===== config.mk =====
export PLATFORM = sky130hd
export DESIGN_NAME = uart_tx_arbiter
export DESIGN_NICKNAME = d
export VERILOG_FILES = /design/src/rtl/uart_tx_arbiter.sv
export SDC_FILE = /design/constraint.sdc
export NUM_CORES = 1
export LEC_CHECK = 0
export CAP_MARGIN = 15
export CELL_PAD_IN_SITES_DETAIL_PLACEMENT = 1
export CELL_PAD_IN_SITES_GLOBAL_PLACEMENT = 1
export CORE_MARGIN = 1.5
export CORE_UTILIZATION = 35
export CTS_BUF_LIST = sky130_fd_sc_hd__clkbuf_4
export DETAILED_ROUTE_END_ITERATION = 10
export GPL_TIMING_DRIVEN = 0
export PLACE_DENSITY_LB_ADDON = 0.2
export SYNTH_ARGS = -nofsm -noshare
export SYNTH_HDL_FRONTEND = slang
export SYNTH_SLANG_ARGS = --single-unit
export TNS_END_PERCENT = 5

===== constraint.sdc =====
create_clock -name i_Clock -period 4.55 [get_ports i_Clock]
set_clock_uncertainty 0.05 [all_clocks]
set_input_delay 0.455 -clock i_Clock [delete_from_list [all_inputs] [get_ports i_Clock]]
set_output_delay 0.455 -clock i_Clock [all_outputs]
set_load 0.03 [all_outputs]

===== src/rtl/uart_tx_arbiter.sv =====
// Round-robin arbiter feeding four byte requesters into one UART transmit engine,
// with a start-timeout watchdog and a sticky error flag.
module uart_tx_arbiter #(
    parameter int unsigned START_TIMEOUT = 16
) (
    input  logic        i_Clock,
    input  logic        rstn,
    input  logic [3:0]  i_req_valid,
    input  logic [31:0] i_req_byte,
    output logic [3:0]  o_req_ready,
    output logic        o_tx_dv,
    output logic [7:0]  o_tx_byte,
    input  logic        i_tx_active_l,
    output logic [1:0]  o_grant,
    output logic        o_busy,
    output logic        o_err,
    input  logic        i_err_clr
);

    localparam int unsigned NREQ    = 4;
    localparam int unsigned BYTE_W  = 8;
    localparam int unsigned GRANT_W = 2;
    localparam int unsigned CNT_W   = $clog2(START_TIMEOUT + 1);

    localparam logic [CNT_W-1:0] CNT_LAST = CNT_W'(START_TIMEOUT - 1);
    localparam logic [CNT_W-1:0] CNT_MAX  = CNT_W'(START_TIMEOUT);

    localparam logic [1:0] S_IDLE       = 2'd0;
    localparam logic [1:0] S_LAUNCH     = 2'd1;
    localparam logic [1:0] S_WAIT_START = 2'd2;
    localparam logic [1:0] S_WAIT_DONE  = 2'd3;

    logic [1:0]         state_q,      state_d;
    logic [NREQ-1:0]    req_ready_q,  req_ready_d;
    logic               tx_dv_q,      tx_dv_d;
    logic [BYTE_W-1:0]  tx_byte_q,    tx_byte_d;
    logic [GRANT_W-1:0] grant_q,      grant_d;
    logic [GRANT_W-1:0] last_grant_q, last_grant_d;
    logic               busy_q,       busy_d;
    logic               err_q,        err_d;
    logic [CNT_W-1:0]   cnt_q,        cnt_d;

    logic               pick_found;
    logic [GRANT_W-1:0] pick_idx;
    logic [GRANT_W-1:0] probe_idx;
    logic [BYTE_W-1:0]  pick_byte;

    // Round-robin search starting one past the previous owner, plus byte mux for the winner
    always_comb begin
        pick_found = 1'b0;
        pick_idx   = '0;
        probe_idx  = '0;
        pick_byte  = '0;
        for (int unsigned i = 1; i <= NREQ; i++) begin
            probe_idx = last_grant_q + GRANT_W'(i);
            if (!pick_found && i_req_valid[probe_idx]) begin
                pick_found = 1'b1;
                pick_idx   = probe_idx;
            end
        end
        for (int unsigned k = 0; k < NREQ; k++) begin
            if (pick_idx == GRANT_W'(k)) begin
                pick_byte = i_req_byte[k*BYTE_W +: BYTE_W];
            end
        end
    end

    // Next-state and registered-output logic
    always_comb begin
        state_d      = state_q;
        req_ready_d  = '0;
        tx_dv_d      = 1'b0;
        tx_byte_d    = tx_byte_q;
        grant_d      = grant_q;
        last_grant_d = last_grant_q;
        err_d        = err_q & ~i_err_clr;
        cnt_d        = cnt_q;

        case (state_q)
            S_IDLE: begin
                if (i_tx_active_l && pick_found) begin
                    grant_d     = pick_idx;
                    tx_byte_d   = pick_byte;
                    tx_dv_d     = 1'b1;
                    req_ready_d = NREQ'(1) << pick_idx;
                    state_d     = S_LAUNCH;
                end
            end
            S_LAUNCH: begin
                cnt_d   = '0;
                state_d = S_WAIT_START;
            end
            S_WAIT_START: begin
                if (cnt_q != CNT_MAX) begin
                    cnt_d = cnt_q + CNT_W'(1);
                end
                if (!i_tx_active_l) begin
                    state_d = S_WAIT_DONE;
                end else if (cnt_q >= CNT_LAST) begin
                    // Engine never started: flag it and give the slot away; set beats clear
                    err_d        = 1'b1;
                    last_grant_d = grant_q;
                    state_d      = S_IDLE;
                end
            end
            S_WAIT_DONE: begin
                if (i_tx_active_l) begin
                    last_grant_d = grant_q;
                    state_d      = S_IDLE;
                end
            end
            default: begin
                state_d = S_IDLE;
            end
        endcase

        busy_d = (state_d != S_IDLE);
    end

    // State and output registers, synchronous active-low reset
    always_ff @(posedge i_Clock) begin
        if (!rstn) begin
            state_q      <= S_IDLE;
            req_ready_q  <= '0;
            tx_dv_q      <= 1'b0;
            tx_byte_q    <= '0;
            grant_q      <= '0;
            last_grant_q <= GRANT_W'(NREQ - 1);
            busy_q       <= 1'b0;
            err_q        <= 1'b0;
            cnt_q        <= '0;
        end else begin
            state_q      <= state_d;
            req_ready_q  <= req_ready_d;
            tx_dv_q      <= tx_dv_d;
            tx_byte_q    <= tx_byte_d;
            grant_q      <= grant_d;
            last_grant_q <= last_grant_d;
            busy_q       <= busy_d;
            err_q        <= err_d;
            cnt_q        <= cnt_d;
        end
    end

    assign o_req_ready = req_ready_q;
    assign o_tx_dv     = tx_dv_q;
    assign o_tx_byte   = tx_byte_q;
    assign o_grant     = grant_q;
    assign o_busy      = busy_q;
    assign o_err       = err_q;

endmodule


After elaboration in Yosys (flattened, before gate mapping)
Cells that the tools add are included.
W data, S select, Z words.
Operators by class
  add/subtract/negate cells: 4
  magnitude comparators: 5
  equality and inequality tests: 11
  shifts and indexed selects: 1
  multiplexer cells: 35
  bitwise logic cells: 2
  reductions and logical operators: 17
Operators with widths (number)
  $mux W8: 4
  $mux W2: 11
  $lt A2 B3 Y1 const B: 4
  $mux W1: 12
  $pmux W5 S2: 1
  $bmux W1 S2: 4
  $eq A2 B2 Y1 const B: 4
  $ne A2 B2 Y1 const B: 4
  $pmux W2 S4: 1
  $reduce_and A2 Y1: 3
  $reduce_bool A2 Y1: 3
  $add A5 B1 Y5 const B: 1
  $ge A5 B4 Y1 const B: 1
  $mux W5: 1
  $ne A5 B5 Y1 const B: 1
  $add A2 B2 Y2 const B: 2
  $eq A2 B1 Y1 const B: 2
  $logic_and A1 B1 Y1: 4
  $logic_not A2 Y1: 2
  $pmux W2 S2: 1
  $reduce_and A4 Y1: 1
  $shl A1 B2 Y4 const A: 1
  $logic_not A1 Y1: 3
  $reduce_and A3 Y1: 1
  3 further kinds: 3
Word-level totals
  flip-flop bits (word level): 26
  input port bits: 40
  output and inout port bits: 17
  word-level logic and storage cells: 84

Depth between registers and ports, before layout
  depth after elaboration: 18
  depth in mapped cells: 8
  depth with buffers taken out: 8

Worst setup path before layout
No wires, ideal clock.
  kind: register to register
  start: register cnt_q[0]
  end: register last_grant_q[0]
  library setup time: 0.126 ns
  arrival time: 1.607 ns
  data required time: 4.374 ns
  setup slack: 2.768 ns
  cell stages (with the launch flop): 9
  buffers on the path: 0
  clock period less this slack: 1.782 ns
  path through: dfxtp_1 ha_1 and3_1 ha_1 nor2_1 o21ai_0 o211ai_1 mux2i_1 nand2_1
Between the ends
  longest elaborated chain between the ends: 3
RTL lines
  start: declaration: line 41  | logic [CNT_W-1:0] cnt_q, cnt_d;
  start signal: assignment: line 141  | cnt_q <= cnt_d;
  $ge A5 B4 Y1: line 99  | end else if (cnt_q >= CNT_LAST) begin
  $ne A2 B2 Y1 (no line)
  $reduce_and A4 Y1 (no line)
  end signal: assignment: line 128  | last_grant_q <= GRANT_W'(NREQ - 1);
  end signal: assignment: line 138  | last_grant_q <= last_grant_d;
  end: declaration: line 38  | logic [GRANT_W-1:0] last_grant_q, last_grant_d;
No other way between the ends.
A chain may end at the register's enable or synchronous reset.

Worst setup path after layout
Same ends and word-level chain as after synthesis.

==> impl_metrics.csv <==
group,metric,value,unit
outcome,run_status,"complete, no violations",
drt,post_drt_wl_per_cell,14.49,microns
worst_setup_path,arrival,2.21,ns
drt,drtAntennaViolNets,0,
floorplanning,die_area,0.004366,sq mm
global_route,grt_pass1_wl,5.720,mm
cts,cts_buffers,3,
cts,cts_tree,"yes",
synth,synthCells,141,
timing,hold_viol,0,
worst_setup_path,worstSetupPathType,"flip-flop to flip-flop",
floorplanning,ios,57,
timing,drv_slew,0,
finish,final_util,54.48,%
worst_setup_path,max_stage_delay,0.39,ns
finish,fin_nets,245,
worst_hold_path,holdCritPathClass,"flip-flop to flip-flop",
finish,drive_gt1_share,11.44,%
timing,tightest_slew,0.4292,ns
global_route,antenna_found_initial,0,
placed_design,gp_congestion,0.7412,
cts,cts.reportedPaths.clkPinSlew,0.14,ns
floorplanning,die_w,66.08,microns
synth,synth_edf_count,0,
finish,fillers,440,
finish,antenna_cells,0,
power_and_ir_drop,peakVddDrop,0.09580,mV
global_route,grt_pass1_vias,1269,
worst_setup_path,cp_num_buf_inv,0,
global_route,grt-ovfl-total,0,
synth,syn-cell-area,0.001393,sq mm
global_route,use_met3,2.385,%
worst_setup_path,path_cells,"ha_1, and3_1, ha_1, nor2_1, o21ai_0, o211ai_1, mux2i_1, nand2_1",
drt,dr_total_vias,1258,
cts,cts_root_buffer,"clkbuf_4",
placed_design,io_buffers,56,
finish,design_area,0.002039,sq mm
synth,synth_largest_area_cell,"dfxtp_1",
synth,ys_warn_count,0,
global_route,grtUsageMet2,32.70,%
cts,clockBufferDepth,2,
power_and_ir_drop,p_leak,0.8586,nW
cts,ctsHoldBuffers,0,
job,cap_violations,0,
placed_design,placed_area,0.002013,sq mm
cts,cts_sinks,26,
worst_setup_path,crit_fanout,6,
timing,fin_hold_ws,0.4340,ns
drt,drt_pre_antenna_iters,4,
drt,routed_wl,3.608,mm
worst_setup_path,required,4.72,ns
synth,synth.top_cells.by_count,"26 x dfxtp_1, 21 x mux2i_1, 20 x nand2_1",
synth,synth_most_common_cell,"dfxtp_1",
synth,synth-main-ff-cell,"dfxtp_1",
timing,fmax,489.5,MHz
worst_setup_path,crit_family,"compound AO/OA/AOI/OAI gates",
synth,async_flop_share,0,%
cts,post_cts_buffers,0,
cts,cts.repair.resized,0,
placed_design,place_hpwl,2.916,mm
drt,viasPerCell,5.052,
synth,yosys-top-cells-area,"dfxtp_1 37%, mux2i_1 15%, o221ai_2 9.7%",
worst_setup_path,crit_path_start_kind,"flip-flop",
cts,clkLatencyLatePin,0.32,ns
global_route,grtUsageMet1,19.12,%
power_and_ir_drop,power,508.7,uW
floorplanning,fp.coreArea,0.003744,sq mm
timing,setup_viol,0,
synth,ys_types,34,
drt,drtIter0Drc,14,
drt,drc,0,
global_route,grt_util_all_layers,17.04,%
timing,period_share,44.90,%
finish,areaGrowthSynthToFinish,46.45,%
worst_setup_path,endpoint_kind,"flip-flop",
timing,rsz0062_at_grt,"no",
timing,finalSetupTns,0,ns
worst_setup_path,path_common_cell,"ha_1",
floorplanning,start_util,37.20,%
timing,fin_crit,2.043,ns
synth,syn-num-nets,184,
power_and_ir_drop,powerDensity,249.4,mW/mm^2
cts,cts_htree_levels,1,
global_route,grt_max_degree,15,
synth,ys_seq_elements,26,
timing,slew_headroom,71.28,%
worst_setup_path,cpMaxStageDelayCell,"dfxtp_1",
synth,syn_avg_cell_area,9.876,sq um
floorplanning,rows,22,
synth,ys_seq_area_share,37.38,%
synth,synth_top_area_share,37.38,%
global_route,top_usage_layer,"met2",
floorplanning,die_h,66.08,microns
==> stage by stage <==
stage	instances	setup slack, ns
final	249	2.507
after global routing	249	2.297
after floorplan	141	2.768
after CTS	249	2.481
after detailed placement	245	2.134
after global placement	245	2.206
==> area by class of cell <==
type                            instances  area [sq um]  area share, %
Buffer                                  6         36.28          1.779
Clock buffer                            3         22.52          1.104
Clock inverter                          1         3.754         0.1840
Inverter                                8         30.03          1.472
Multi-Input combinational cell        101         805.8          39.51
Sequential cell                        26         520.5          25.52
Tap cell                               48         60.06          2.945
Timing Repair Buffer                   56         560.5          27.48
==> state kept, by name, summed over array words and instances, names as in the netlist <==
name,count
o_tx_byte,8
cnt_q,5
o_req_ready,4
last_grant_q,2
o_grant,2
state_q,2
o_busy,1
o_err,1
o_tx_dv,1
==> cells in the final DEF, fill, tap and decap left out, types with 2 or more instances in the layout <==
master           netlist  routed
o211ai_1               3       3
dfxtp_1               26      26
mux2i_1               21      21
o21a_1                 2       2
clkdlybuf4s50_1        0      56
o21ai_0                4       4
inv_1                  8       8
o221ai_2               9       9
nand2_1               20      20
nand2b_1               2       2
and2_1                 6       6
a21oi_1                3       3
ha_1                   3       3
nand3_1                2       2
nor2_1                 6       6
buf_2                  2       2
clkbuf_4               0       3
nor2b_1                5       5
and3_1                 2       2
==> per-layer routing <==
layer,up-vias,part of all wire [%]
met1,608,40
met3,4,3.6
met4,0,1.1
li1,622,-
met2,24,55
met5,-,0
==> path summary, 6_finish.rpt <==
path / from / end / slack (ns) / cells past startpoint
hold / removal: o_tx_byte[6]$_SDFFE_PN0P_ / o_tx_byte[6]$_SDFFE_PN0P_ / 0.43 / 2
setup / recovery: cnt_q[0]$_SDFFE_PN0P_ / last_grant_q[0]$_SDFFE_PN1P_ / 2.51 / 8
hold reg to reg: o_tx_byte[6]$_SDFFE_PN0P_ / o_tx_byte[6]$_SDFFE_PN0P_ / 0.43 / 2
setup reg to reg: cnt_q[0]$_SDFFE_PN0P_ / last_grant_q[0]$_SDFFE_PN1P_ / 2.51 / 8
==> power breakdown <==
| group | leakage (nW) | internal, mW | switching [mW] | total, mW |
|---|---|---|---|---|
| clock network | 0.0154 | 0.0322 | 0.0701 | 0.102 |
| registers | 0.212 | 0.242 | 0.00917 | 0.251 |
| logic | 0.631 | 0.0800 | 0.0753 | 0.155 |
==> logic make-up after synthesis <==
logic type	Yosys count	synth area share, %
mux	22	15.90
flops	26	37.38
compound gates	28	21.20
fa+ha+maj	3	2.696
buf+inv	14	4.762
simple gates	48	18.06
==> worst min-delay path: cells and delay by family (launching register included) <==
family | cells | cell delay (ns)
compound gates | 1 | 0.05
simple gates | 1 | 0.06
flops | 1 | 0.35
Note: power is estimated with default switching activity, not from simulation.
